--- config.mk ---
export PLATFORM = sky130hd
export DESIGN_NAME = exec_ctrl_flat
export DESIGN_NICKNAME = d
export VERILOG_FILES = /design/src/rtl/core_pkg.sv /design/src/rtl/exec_ctrl_if.sv /design/src/rtl/exec_ctrl_fetch_timer.sv /design/src/rtl/exec_ctrl.sv /design/src/flat_wrapper.sv
export SDC_FILE = /design/constraint.sdc
export NUM_CORES = 1
export LEC_CHECK = 0
export CAP_MARGIN = 30
export CELL_PAD_IN_SITES_DETAIL_PLACEMENT = 0
export CELL_PAD_IN_SITES_GLOBAL_PLACEMENT = 2
export CORE_ASPECT_RATIO = 2
export CORE_MARGIN = 2
export CORE_UTILIZATION = 29
export DETAILED_ROUTE_END_ITERATION = 7
export PLACE_DENSITY_LB_ADDON = 0.1
export SYNTH_ARGS = -nofsm -noshare
export SYNTH_HDL_FRONTEND = slang
export SYNTH_SLANG_ARGS = --single-unit
--- constraint.sdc ---
create_clock -name clk -period 6 [get_ports clk]
set_input_delay 1.2 -clock clk [delete_from_list [all_inputs] [get_ports clk]]
set_output_delay 1.2 -clock clk [all_outputs]
set_load 0.01 [all_outputs]
--- src/rtl/core_pkg.sv ---
// Shared encodings for the exec_ctrl sequencer: FSM states, opcodes,
// write-back selects, error codes and the instruction classifier.
package core_pkg;

  localparam logic [6:0] OPC_OP_IMM = 7'b0010011;
  localparam logic [6:0] OPC_LUI    = 7'b0110111;
  localparam logic [6:0] OPC_AUIPC  = 7'b0010111;
  localparam logic [6:0] OPC_JAL    = 7'b1101111;
  localparam logic [6:0] OPC_JALR   = 7'b1100111;
  localparam logic [2:0] F3_ZERO    = 3'b000;

  localparam logic [31:0] INSN_EBREAK = 32'h0010_0073;

  localparam logic [1:0] WB_SEL_ALU = 2'b00;
  localparam logic [1:0] WB_SEL_PC4 = 2'b01;
  localparam logic [1:0] WB_SEL_IMM = 2'b10;

  localparam logic [1:0] ERR_NONE    = 2'b00;
  localparam logic [1:0] ERR_ILLEGAL = 2'b01;
  localparam logic [1:0] ERR_TIMEOUT = 2'b10;

  typedef enum logic [2:0] {
    FETCH  = 3'd0,
    DECODE = 3'd1,
    EXEC   = 3'd2,
    WB     = 3'd3,
    HALT   = 3'd4,
    ERR    = 3'd5
  } state_t;

  typedef enum logic [2:0] {
    OP_ADDI  = 3'd0,
    OP_LUI   = 3'd1,
    OP_AUIPC = 3'd2,
    OP_JAL   = 3'd3,
    OP_JALR  = 3'd4
  } op_t;

  typedef struct packed {
    logic legal;
    op_t  op;
  } dec_t;

  // Maps decoder fields onto the five supported instruction classes.
  function automatic dec_t classify(input logic [6:0] opcode, input logic [2:0] funct3);
    dec_t d;
    d.legal = 1'b1;
    d.op    = OP_ADDI;
    case (opcode)
      OPC_OP_IMM: begin
        d.op    = OP_ADDI;
        d.legal = (funct3 == F3_ZERO);
      end
      OPC_LUI:   d.op = OP_LUI;
      OPC_AUIPC: d.op = OP_AUIPC;
      OPC_JAL:   d.op = OP_JAL;
      OPC_JALR: begin
        d.op    = OP_JALR;
        d.legal = (funct3 == F3_ZERO);
      end
      default:   d.legal = 1'b0;
    endcase
    return d;
  endfunction

endpackage

--- src/rtl/exec_ctrl_if.sv ---
// Instruction-fetch bus between exec_ctrl (master) and instruction memory (slave).
interface exec_ctrl_if;
  // Handshake: the master holds imem_req high with a stable imem_addr for as
  // long as it waits; the slave answers with imem_ack for exactly the cycle in
  // which imem_rdata is valid. An ack while imem_req is low is ignored.
  logic        imem_req;
  logic [31:0] imem_addr;
  logic        imem_ack;
  logic [31:0] imem_rdata;

  modport master (
    output imem_req,
    output imem_addr,
    input  imem_ack,
    input  imem_rdata
  );

  modport slave (
    input  imem_req,
    input  imem_addr,
    output imem_ack,
    output imem_rdata
  );
endinterface

--- src/rtl/exec_ctrl_fetch_timer.sv ---
// Counts ack-less fetch cycles; expire_o flags the last allowed wait cycle.
module fetch_timer #(
  parameter int unsigned TIMEOUT = 255
) (
  input  logic clk,
  input  logic rst,
  input  logic clear_i,
  input  logic inc_i,
  output logic expire_o
);

  localparam logic [15:0] LAST = 16'(TIMEOUT - 1);

  logic [15:0] cnt_q;
  logic [15:0] cnt_d;

  always_comb begin
    cnt_d = cnt_q;
    if (clear_i) begin
      cnt_d = '0;
    end else if (inc_i) begin
      cnt_d = cnt_q + 16'd1;
    end
  end

  always_ff @(posedge clk) begin
    if (rst) begin
      cnt_q <= '0;
    end else begin
      cnt_q <= cnt_d;
    end
  end

  // The cycle that would make the wait count reach TIMEOUT is the expiring one.
  assign expire_o = inc_i && (cnt_q == LAST);

endmodule

--- src/rtl/exec_ctrl.sv ---
// Multi-cycle control sequencer: fetch, decode, execute, write-back for a
// small RV32I subset, with halt on ebreak and error on illegal/timeout.
module exec_ctrl
  import core_pkg::*;
#(
  parameter logic [31:0] RESET_PC      = 32'h8000_0000,
  parameter int unsigned FETCH_TIMEOUT = 255
) (
  input  logic               clk,
  input  logic               rst,
  exec_ctrl_if.master        imem,
  output logic [31:0]        ir,
  input  logic [6:0]         opcode,
  input  logic [2:0]         funct3,
  input  logic [4:0]         rd,
  input  logic [31:0]        alu_s,
  output logic               alu_a_sel,
  output logic [1:0]         wb_sel,
  output logic               rf_wen,
  output logic [31:0]        pc,
  output logic [31:0]        instret,
  output logic               halted,
  output logic               error,
  output logic [1:0]         err_code,
  output state_t             dbg_state_o
);

  state_t      state_q;
  op_t         op_q;
  logic [31:0] pc_q;
  logic [31:0] ir_q;
  logic [31:0] instret_q;
  logic [31:0] result_q;
  logic [1:0]  err_q;

  logic        in_fetch;
  logic        fetch_ack;
  logic        timer_expire;
  logic [31:0] pc_d;
  dec_t        dec;

  assign in_fetch  = (state_q == FETCH);
  assign fetch_ack = in_fetch && imem.imem_ack;
  assign dec       = classify(opcode, funct3);

  fetch_timer #(
    .TIMEOUT (FETCH_TIMEOUT)
  ) u_fetch_timer (
    .clk      (clk),
    .rst      (rst),
    .clear_i  (!in_fetch),
    .inc_i    (in_fetch && !imem.imem_ack),
    .expire_o (timer_expire)
  );

  always_comb begin
    pc_d = pc_q + 32'd4;
    case (op_q)
      OP_JAL:  pc_d = result_q;
      OP_JALR: pc_d = result_q & ~32'h1;
      default: pc_d = pc_q + 32'd4;
    endcase
  end

  always_ff @(posedge clk) begin
    if (rst) begin
      state_q   <= FETCH;
      op_q      <= OP_ADDI;
      pc_q      <= RESET_PC;
      ir_q      <= '0;
      instret_q <= '0;
      result_q  <= '0;
      err_q     <= ERR_NONE;
    end else begin
      case (state_q)
        FETCH: begin
          if (fetch_ack) begin
            ir_q    <= imem.imem_rdata;
            state_q <= DECODE;
          end else if (timer_expire) begin
            err_q   <= ERR_TIMEOUT;
            state_q <= ERR;
          end
        end
        DECODE: begin
          // ebreak is matched on the whole word before the opcode classifier.
          if (ir_q == INSN_EBREAK) begin
            state_q <= HALT;
          end else if (dec.legal) begin
            op_q    <= dec.op;
            state_q <= EXEC;
          end else begin
            err_q   <= ERR_ILLEGAL;
            state_q <= ERR;
          end
        end
        EXEC: begin
          result_q <= alu_s;
          state_q  <= WB;
        end
        WB: begin
          pc_q      <= pc_d;
          instret_q <= instret_q + 32'd1;
          state_q   <= FETCH;
        end
        HALT:    state_q <= HALT;
        ERR:     state_q <= ERR;
        default: state_q <= ERR;
      endcase
    end
  end

  always_comb begin
    wb_sel = WB_SEL_ALU;
    if (state_q == WB) begin
      case (op_q)
        OP_LUI:          wb_sel = WB_SEL_IMM;
        OP_JAL, OP_JALR: wb_sel = WB_SEL_PC4;
        default:         wb_sel = WB_SEL_ALU;
      endcase
    end
  end

  // Strobes are held low while rst is high, whatever state is still registered.
  assign imem.imem_req  = !rst && in_fetch;
  assign imem.imem_addr = pc_q;
  assign rf_wen         = !rst && (state_q == WB) && (rd != 5'd0);
  assign alu_a_sel      = (state_q == EXEC) && ((op_q == OP_AUIPC) || (op_q == OP_JAL));
  assign halted         = !rst && (state_q == HALT);
  assign error          = !rst && (state_q == ERR);
  assign err_code       = err_q;
  assign ir             = ir_q;
  assign pc             = pc_q;
  assign instret        = instret_q;
  assign dbg_state_o    = state_q;

endmodule

--- src/flat_wrapper.sv ---
// flat-port wrapper written by rule: the top's interface ports become plain ports
module exec_ctrl_flat import core_pkg::*;
#(
  parameter logic [31:0] RESET_PC      = 32'h8000_0000,
  parameter int unsigned FETCH_TIMEOUT = 255
)
  (clk, rst, ir, opcode, funct3, rd, alu_s, alu_a_sel, wb_sel, rf_wen, pc, instret, halted, error, err_code, dbg_state_o, imem_imem_req, imem_imem_addr, imem_imem_ack, imem_imem_rdata);
  exec_ctrl_if imem_i ();
  input  logic clk;
  input  logic rst;
  output logic [31:0] ir;
  input  logic [6:0] opcode;
  input  logic [2:0] funct3;
  input  logic [4:0] rd;
  input  logic [31:0] alu_s;
  output logic alu_a_sel;
  output logic [1:0] wb_sel;
  output logic rf_wen;
  output logic [31:0] pc;
  output logic [31:0] instret;
  output logic halted;
  output logic error;
  output logic [1:0] err_code;
  output state_t dbg_state_o;
  output wire logic [$bits(imem_i.imem_req)-1:0] imem_imem_req;
  output wire logic [$bits(imem_i.imem_addr)-1:0] imem_imem_addr;
  input wire logic [$bits(imem_i.imem_ack)-1:0] imem_imem_ack;
  input wire logic [$bits(imem_i.imem_rdata)-1:0] imem_imem_rdata;
  assign imem_imem_req = imem_i.imem_req;
  assign imem_imem_addr = imem_i.imem_addr;
  assign imem_i.imem_ack = imem_imem_ack;
  assign imem_i.imem_rdata = imem_imem_rdata;
  exec_ctrl #(.RESET_PC(RESET_PC), .FETCH_TIMEOUT(FETCH_TIMEOUT)) u_core (.clk(clk), .rst(rst), .imem(imem_i), .ir(ir), .opcode(opcode), .funct3(funct3), .rd(rd), .alu_s(alu_s), .alu_a_sel(alu_a_sel), .wb_sel(wb_sel), .rf_wen(rf_wen), .pc(pc), .instret(instret), .halted(halted), .error(error), .err_code(err_code), .dbg_state_o(dbg_state_o));
endmodule
==> impl_results.md, run 1 <==
* Synth cell types at 76
* DP HPWL at 17.93 mm
* DP Cell Count at 1,401
* Drt total wl at 24.86 mm
* Root buf cell: clkbuf_16
* Post-synth top area share at 41.57%
* FFs w/ async S/R, synth at 0%
* Instance area at placement at 9578 um2
* Maximum VDD drop at 0.1922 mV
* Mapped cell area at 7320 um2
* Rel. slew slack at 37.01%
* Share of layout cells above drive strength 1 at 5.743%
* Critical path capture point type: primary output
* Synth Warn # at 0
* Fin crit period at 4.271 ns
* Die Wd at 116.3 um
* Yosys top cell by area: dfxtp_1
* DR iter-0 viols at 362
* Layout Cells excl Fill at 1,436
* Grt total ovfl at 0
* Starting density of the core at 29.36%
* Period utilization at 71.18%
* Core box area at 24,930 um2
* Worst-Skew Late Latency at 0.44 ns
* Cells after synthesis at 917
* Port bufs at 221
* Top post-synthesis cells by area: dfxtp_1 (42%), nand2_1 (9.3%), a21oi_1 (6.4%)
* Cts hold-fix bufs at 0
* Critical path peak fanout at 37
* CTS tree: built
* Clk sinks at 152
* Crit path launch type: flip-flop
* Final slew viol count at 0
* Flip-flop and latch count after synthesis at 152
* Routed Antenna Nets at 0
* Number of enable flip-flop cells after synthesis at 0
* DR pass1 iterations at 6
* Critical Path AT at 3.07 ns
* Mapped Nets at 1,003
* Drt drc at 0
* RSZ-0062 raised after global routing: false
* Vias in the first global route at 6,988
* Setup TNS at 0 ns
* Resized Gates After CTS at 0
* I/O pin total at 222
* Pwr dens at 245.1 nW/um2
* Die H at 228.7 um
* GRT Total Usage at 19.09%
* Syn Area/Cell at 7.982 um2
* Vias per inst at 4.864
* Avg WL per Cell at 17.31 um
* Register area share after synthesis at 41.57%
* Core Rows at 82
* Initial antenna violation count at 3
* Fmax at 234.1 MHz
* First-pass GRT wire length at 38.83 mm
* Final setup viols at 0
* WS Path Type: flip-flop to primary output
* Final Net Count at 1,170
* Clock Skews at 0.006260 ns
* Worst-Margin Slew at 0.9449 ns
* CTS Buffer Depth at 2
* H-tree levels at 4
* Run status: finished, final reports clean
* Final hold vios at 0
* Vias after detailed routing at 6,985
* Inserted Clock Buffers at 17
* Required @ worst endpoint at 4.80 ns
* Main synth FF type: dfxtp_1
* Postcts setup bufs at 0
* Hold WC Path Type: flip-flop to flip-flop
* Clk slew on worst S/H paths at 0.06 ns
* Synth-to-layout area growth at 39.98%
* Final Instance Area at 10,250 um2
* Die area at 26,600 um2
* Max_cap viols at 0
* Largest net degree at the start of global routing at 81
* GPL Wtd Cong at 0.7940
* Leakage Power at 0.003366 uW
power breakdown:
part	switching (uW)	internal [uW]
logic	103	124
registers	28.1	1030
clock network	444	780
total	575	1940
cell usage in the layout, fill, tap and decap left out, types with 6 or more instances in the layout:
master,instances
a21o_1,6
nand4_1,23
xnor2_1,25
inv_1,15
a21oi_1,93
nor3_1,24
dfxtp_1,152
buf_4,12
nor2b_1,6
or3_1,11
xor2_1,20
clkbuf_16,17
o21ai_0,17
clkdlybuf4s50_1,220
nand3_1,26
a31oi_1,7
and3_1,16
nor2_1,75
a311oi_1,7
nand2_1,182
bufinv_16,6
nor4_1,18
and2_1,9
worst paths after layout:
kind | start | end | slack (ns) | cells after the start
hold / removal | u_core.result_q[12] | u_core.result_q[12] | 0.45 | 2
setup / recovery | u_core.op_q[2] | wb_sel[0] | 1.73 | 6
setup reg to reg | u_core.dbg_state_o[1] | u_core.instret[19] | 3.21 | 6
hold reg to reg | u_core.result_q[12] | u_core.result_q[12] | 0.45 | 2
final cells by class:
type | instances | area, um2
fillers | 2628 | 14690
multi-input cells | 663 | 3731
flip-flops and latches | 152 | 3043
repair buffers | 233 | 2320
clock buffers | 20 | 436.7
well taps | 336 | 420.4
clock inverters | 12 | 224.0
inverters | 17 | 63.81
diodes | 3 | 7.507
cells in the mapped netlist, types with 4 or more instances:
| master | count |
|---|---|
| a31oi_1 | 7 |
| o21ai_0 | 17 |
| dfxtp_1 | 152 |
| buf_4 | 32 |
| ha_1 | 4 |
| and4_1 | 5 |
| nor4_1 | 18 |
| o32ai_1 | 4 |
| and3_1 | 16 |
| nand2_1 | 182 |
| clkbuf_8 | 4 |
| a21oi_1 | 93 |
| nor2_1 | 76 |
| or4_1 | 5 |
| xor2_1 | 20 |
| inv_1 | 15 |
| nor2b_1 | 6 |
| a211oi_1 | 5 |
| and2_1 | 9 |
| nand4_1 | 23 |
| nor3_1 | 24 |
| buf_2 | 4 |
| a311oi_1 | 7 |
| or3_1 | 11 |
| clkbuf_1 | 42 |
| a21o_1 | 6 |
| xnor2_1 | 25 |
| nand3_1 | 26 |
| a22oi_1 | 5 |
logic make-up after synthesis:
family / after synthesis / share of synthesized area [%]
AO/OA/AOI/OAI: 173 / 14.55
XOR/XNOR: 45 / 5.385
adder cells (fa/ha/maj): 4 / 0.6838
buffers and inverters: 102 / 7.487
flip-flops: 152 / 41.57
multiplexers: 5 / 0.7179
AND/OR/NAND/NOR: 436 / 29.61
metal layers:
layer / vias up / GRT usage (%) / share of wire [%]
met1: 3302 / 20.60 / 38
met4: 0 / 7.106 / 2.7
met3: 31 / 3.898 / 3.5
li1: 3508 / - / -
met5: - / 0 / 0
met2: 144 / 35.47 / 56
critical path: stages (launching register included):
cell,delay [ns]
dfxtp_1,0.39
nor3b_1,0.58
or2_1,0.19
buf_4,0.35
nand2_1,0.28
inv_2,0.23
clkdlybuf4s50_1,0.59
state kept, by name, summed over array words and instances, names as in the netlist:
signal,cells
u_core.err_code,2
u_core.u_fetch_timer.cnt_q,16
u_core.dbg_state_o,3
u_core.imem.imem_addr,32
u_core.op_q,3
u_core.result_q,32
u_core.ir,32
u_core.instret,32
stage by stage:
step | power (uW) | hold slack [ns] | util [%] | setup WS [ns]
6_report | 2512 | 0.4520 | 41.10 | 1.729
5_1_grt | 2620 | 0.4827 | 41.10 | 1.495
4_1_cts | 2554 | 0.4547 | 41.07 | 1.707
3_5_place_dp | 1315 | 0.4460 | 38.42 | 2.200
3_3_place_gp | 1310 | 0.4414 | 38.31 | 2.133
2_1_floorplan | 1173 | 0.4317 | - | 2.558
No activity file was read; power rests on OpenSTA's default activity.
==> inputs of run 2 (changes only) <==
--- a/config.mk
+++ b/config.mk
@@ -10,7 +10,7 @@
 export CELL_PAD_IN_SITES_GLOBAL_PLACEMENT = 2
 export CORE_ASPECT_RATIO = 2
 export CORE_MARGIN = 2
-export CORE_UTILIZATION = 29
+export CORE_UTILIZATION = 24
 export DETAILED_ROUTE_END_ITERATION = 7
 export PLACE_DENSITY_LB_ADDON = 0.1
 export SYNTH_ARGS = -nofsm -noshare
==> constraint.sdc (replaced) <==
create_clock -name clk -period 3.49 [get_ports clk]
set_input_delay 0.698 -clock clk [delete_from_list [all_inputs] [get_ports clk]]
set_output_delay 0.698 -clock clk [all_outputs]
set_load 0.01 [all_outputs]
==> impl_results.md, run 2 (same netlist as run 1, synthesis figures left out) <==
* WS Path Type: flip-flop to primary output (unchanged)
* Postcts setup bufs at 0 (unchanged)
* Most common cell after layout, fill and taps aside: clkdlybuf4s50_1 (unchanged)
* First-pass GRT wire length at 41.31 mm (was 38.83 mm)
* CTS Buffer Depth at 2 (unchanged)
* Core box area at 30,070 um2 (was 24,930 um2)
* Clock Skews at 0.01045 ns (was 0.006260 ns)
* Final setup viols at 0 (unchanged)
* DR iter-0 viols at 278 (was 362)
* Maximum VDD drop at 0.3442 mV (was 0.1922 mV)
* Critical-path cell list: and3b_1 -> or2_1 -> nand2_1 -> inv_2 -> clkdlybuf4s50_1 (was nor3b_1 -> or2_1 -> buf_4 -> nand2_1 -> inv_2 -> clkdlybuf4s50_1)
* Leakage Power at 0.003374 uW (was 0.003366 uW)
* Root buf cell: clkbuf_16 (unchanged)
* Fin crit period at 3.059 ns
* Synth-to-layout area growth at 40.32% (was 39.98%)
* Instance area at placement at 9673 um2 (was 9578 um2)
* Critical path capture point type: primary output (unchanged)
* Drt drc at 0 (unchanged)
* Pwr dens at 400.6 nW/um2 (was 245.1 nW/um2)
* H-tree levels at 4 (unchanged)
* Avg WL per Cell at 18.16 um (was 17.31 um)
* Final slew viol count at 0 (unchanged)
* Max_cap viols at 0 (unchanged)
* Rel. slew slack at 36.89% (was 37.01%)
* Share of layout cells above drive strength 1 at 6.594% (was 5.743%)
* Worst-Margin Slew at 0.9467 ns (was 0.9449 ns)
* CP max stage cell: clkdlybuf4s50_1 (unchanged)
* Final Net Count at 1,180 (was 1,170)
* Crit path launch type: flip-flop (unchanged)
* Delay-heaviest family, CP: buffers and inverters (unchanged)
* Routed Antenna Nets at 0 (unchanged)
* Final hold vios at 0 (unchanged)
* GPL Wtd Cong at 0.7493 (was 0.7940)
* CTS tree: built (unchanged)
* Die Wd at 127.5 um (was 116.3 um)
* GRT Total Usage at 17.00% (was 19.09%)
* Vias after detailed routing at 7,000 (was 6,985)
* Drt total wl at 26.82 mm (was 24.86 mm)
* Port bufs at 221 (unchanged)
* DP HPWL at 19.58 mm (was 17.93 mm)
* Critical path peak fanout at 8 (was 37)
* Largest net degree at the start of global routing at 79 (was 81)
* Fmax at 326.9 MHz
* Starting density of the core at 24.34% (was 29.36%)
* Die H at 251.0 um (was 228.7 um)
* Crit-path max cell delay at 0.58 ns (was 0.59 ns)
* Required @ worst endpoint at 2.79 ns (was 4.80 ns)
* Critical Path AT at 2.36 ns (was 3.07 ns)
* DR pass1 iterations at 4 (was 6)
* WP buf/inv at 2 (was 3)
* I/O pin total at 222 (unchanged)
* Resized Gates After CTS at 0 (unchanged)
* Vias per inst at 4.739 (was 4.864)
* Inserted Clock Buffers at 17 (unchanged)
* Cts hold-fix bufs at 0 (unchanged)
* Worst-Skew Late Latency at 0.44 ns (about the same)
* Final Instance Area at 10,270 um2 (was 10,250 um2)
* Core Rows at 90 (was 82)
* Setup TNS at 0 ns (unchanged)
* Hold WC Path Type: flip-flop to flip-flop (unchanged)
* Grt total ovfl at 0 (unchanged)
* Internal reg-to-reg setup slack at 1.01 ns (was 3.21 ns)
* Most frequent cells in the layout: clkdlybuf4s50_1 (220), nand2_1 (182), dfxtp_1 (152) (unchanged)
* RSZ-0062 raised after global routing: false (unchanged)
* Run status: finished, final reports clean (unchanged)
* Vias in the first global route at 7,075 (was 6,988)
* Die area at 31,990 um2 (was 26,600 um2)
* Initial antenna violation count at 2 (was 3)
* Period utilization at 87.64%
* Clk slew on worst S/H paths at 0.06 ns (about the same)
* Clk sinks at 152 (unchanged)
[run 2: power by group]
group          leakage [uW]  total (uW)  internal [uW]  switching [uW]
Clock              0.000284        1890           1120             778
Combinational       0.00186         407            214             194
Sequential          0.00123        1810           1770            38.6
Total               0.00337        4110           3100            1010
[run 2: layer usage]
metal  GRT usage [%]  routed length [um]  vias up
met3           3.001                 775       32
li1                -                   -     3513
met1           17.70               10220     3315
met2           32.61               15080      140
met4           7.284                 746        0
met5               0                   0        -
[run 2: final timing paths]
| path | start | end | depth (start not counted) |
|---|---|---|---|
| setup reg to reg | u_core.imem.imem_addr[2] | u_core.imem.imem_addr[28] | 6 |
| setup / recovery | u_core.op_q[1] | wb_sel[0] | 5 |
| hold reg to reg | u_core.result_q[21] | u_core.result_q[21] | 2 |
| hold / removal | u_core.result_q[21] | u_core.result_q[21] | 2 |
[run 2: area by class of cell]
type | instances | area, um2
multi-input combinational | 663 | 3731
antenna | 2 | 5.005
timing repair buffer | 243 | 2375
clock buffer | 23 | 478.0
sequential | 152 | 3043
inverter | 17 | 63.81
clock inverter | 9 | 115.1
tap | 368 | 460.4
fill | 3191 | 19800
[run 2: through the flow]
stage / setup slack [ns] / total power [uW] / cells / hold WS (ns) / util, %
finish: 0.4312 / 4114 / 1477 / 0.4574 / 34.16
CTS: 0.3681 / 4212 / 1475 / 0.4547 / 34.14
global placement: 0.5744 / 2270 / 1443 / 0.4413 / 32.17
floorplan: 1.052 / 2017 / 917 / 0.4317 / -
detailed placement: 0.5591 / 2271 / 1443 / 0.4462 / 32.17
global route: 0.2380 / 4294 / 1477 / 0.4705 / 34.16
[run 2: worst register-to-register path, cell delays in order (launching register included)]
cell     delay, ns
dfxtp_1       0.49
ha_1          0.28
and3_1        0.20
nand3_1       0.22
or4_4         0.57
or4_1         0.48
a31oi_1       0.16
==> inputs of run 3 (changes only) <==
--- a/config.mk
+++ b/config.mk
@@ -16,3 +16,4 @@
 export SYNTH_ARGS = -nofsm -noshare
 export SYNTH_HDL_FRONTEND = slang
 export SYNTH_SLANG_ARGS = --single-unit
+export TNS_END_PERCENT = 100
==> constraint.sdc (replaced) <==
create_clock -name clk -period 3.49 [get_ports clk]
set_input_delay 0.5235 -clock clk [delete_from_list [all_inputs] [get_ports clk]]
set_output_delay 0.5235 -clock clk [all_outputs]
set_load 0.01 [all_outputs]
==> impl_results.md, run 3 (same netlist as run 1, synthesis figures left out) <==
* Critical path capture point type: primary output (unchanged)
* Internal reg-to-reg setup slack at 1.04 ns (was 1.01 ns)
* Fmax at 333.8 MHz (was 326.9 MHz)
* Drt total wl at 26.88 mm (was 26.82 mm)
* Vias in the first global route at 6,898 (was 7,075)
* Maximum VDD drop at 0.3384 mV (was 0.3442 mV)
* FF-to-FF End: u_core.imem.imem_addr[28] (unchanged)
* Most frequent cells in the layout: clkdlybuf4s50_1 (220), nand2_1 (182), dfxtp_1 (152) (unchanged)
* Core Rows at 90 (unchanged)
* Crit path launch type: flip-flop (unchanged)
* Length in cells of the worst reg-to-reg path at 6 (unchanged)
* Postcts setup bufs at 0 (unchanged)
* Clk sinks at 152 (unchanged)
* Hold WC Path Type: flip-flop to flip-flop (unchanged)
* Share of layout cells above drive strength 1 at 6.865% (was 6.594%)
* CTS tree: built (unchanged)
* Final slew viol count at 0 (unchanged)
* Inserted Clock Buffers at 17 (unchanged)
* Worst-Skew Late Latency at 0.45 ns (was 0.44 ns)
* Starting density of the core at 24.34% (unchanged)
* Largest net degree at the start of global routing at 67 (was 79)
* Hold path startpoint: u_core.result_q[25] (was u_core.result_q[21])
* Avg WL per Cell at 18.21 um (was 18.16 um)
* DP Cell Count at 1,443 (unchanged)
* Die Wd at 127.5 um (unchanged)
* Synth-to-layout area growth at 40.48% (was 40.32%)
* Root buf cell: clkbuf_16 (unchanged)
* Critical Path AT at 2.47 ns (was 2.36 ns)
* Clk slew on worst S/H paths at 0.06 ns (about the same)
* Die H at 251.0 um (unchanged)
* Rel. slew slack at 46.94% (was 36.89%)
* Post-Route Utilization at 34.20% (was 34.16%)
* Vias per inst at 4.775 (was 4.739)
* DR pass1 iterations at 5 (was 4)
* Die area at 31,990 um2 (unchanged)
* First-pass GRT wire length at 40.72 mm (was 41.31 mm)
* Cts hold-fix bufs at 0 (unchanged)
* Final Net Count at 1,180 (unchanged)
* Run status: finished, final reports clean (unchanged)
* DP HPWL at 19.44 mm (was 19.58 mm)
* Port bufs at 221 (unchanged)
* CTS Buffer Depth at 2 (unchanged)
* H-tree levels at 4 (unchanged)
* Final setup viols at 0 (unchanged)
* I/O pin total at 222 (unchanged)
* GPL Wtd Cong at 0.7537 (was 0.7493)
* Initial antenna violation count at 1 (was 2)
* DR iter-0 viols at 274 (was 278)
* Instance area at placement at 9673 um2 (unchanged)
* Drt drc at 0 (unchanged)
* Clock Skews at 0.01082 ns (was 0.01045 ns)
* Most common cell after layout, fill and taps aside: clkdlybuf4s50_1 (unchanged)
* Pwr dens at 403.0 nW/um2 (was 400.6 nW/um2)
* Critical path peak fanout at 14 (was 8)
* Resized Gates After CTS at 0 (unchanged)
* Grt total ovfl at 0 (unchanged)
* Routed Antenna Nets at 0 (unchanged)
* Setup TNS at 0 ns (unchanged)
* WHS Endpoint: u_core.result_q[25] (was u_core.result_q[21])
* Leakage Power at 0.003380 uW (was 0.003374 uW)
* Max_cap viols at 0 (unchanged)
* GRT Total Usage at 16.78% (was 17.00%)
* Core box area at 30,070 um2 (unchanged)
* Fin crit period at 2.996 ns (was 3.059 ns)
* Period utilization at 85.85% (was 87.64%)
* Required @ worst endpoint at 2.97 ns (was 2.79 ns)
* WS Path Type: flip-flop to primary output (unchanged)
* Reg2Reg Launch Point: u_core.imem.imem_addr[2] (unchanged)
* Hold Crit Depth at 2 (unchanged)
* Layout Cells excl Fill at 1,476 (was 1,477)
* Worst-Margin Slew at 0.7959 ns (was 0.9467 ns)
* RSZ-0062 raised after global routing: false (unchanged)
* Final hold vios at 0 (unchanged)
* Vias after detailed routing at 7,048 (was 7,000)
* Final Instance Area at 10,280 um2 (was 10,270 um2)
run 3: how the worst max path moves through the flow:
stage / slack, ns / end / startpoint
6_report: 0.49 / wb_sel[0] / u_core.dbg_state_o[1]
4_1_cts: 0.46 / wb_sel[0] / u_core.dbg_state_o[1]
2_1_floorplan: 1.26 / rf_wen / u_core.dbg_state_o[1]
3_5_place_dp: 0.74 / u_core.op_q[0] / opcode[3]
3_3_place_gp: 0.74 / u_core.op_q[0] / opcode[3]
5_1_grt: 0.31 / wb_sel[0] / u_core.dbg_state_o[1]
run 3: metrics by stage:
step	total power (uW)	setup slack [ns]	hold slack [ns]
floorplan	2017	1.259	0.4317
global placement	2268	0.7417	0.4392
detailed placement	2267	0.7382	0.4447
CTS	4232	0.4557	0.4533
global route	4325	0.3099	0.4759
finish	4144	0.4938	0.4501
run 3: final cells by class:
class                           instances  area (um2)
Antenna cell                            1       2.502
Clock buffer                           20       466.7
Clock inverter                         12       140.1
Fill cell                            3185       19780
Inverter                               17       63.81
Multi-Input combinational cell        663        3731
Sequential cell                       152        3043
Tap cell                              368       460.4
Timing Repair Buffer                  243        2375
run 3: report_power, final:
part | total, uW | switching [uW] | internal (uW)
Sequential | 1810 | 40.2 | 1770
Combinational | 404 | 190 | 214
Clock | 1930 | 807 | 1120
run 3: per-layer routing:
| metal | track usage [%] | routed length (um) | vias to the layer above | share of wire [%] |
|---|---|---|---|---|
| li1 | - | - | 3522 | - |
| met1 | 17.81 | 10360 | 3358 | 39 |
| met2 | 32.54 | 15200 | 143 | 57 |
| met3 | 2.745 | 809 | 25 | 3.0 |
| met4 | 5.965 | 512 | 0 | 1.9 |
| met5 | 0 | 0 | - | 0 |
run 3: critical path, stage by stage (launching register included):
cell and delay, ns:
dfxtp_1 0.50, and3b_1 0.21, buf_4 0.20, nand2_1 0.26, inv_2 0.27, clkdlybuf4s50_1 0.58
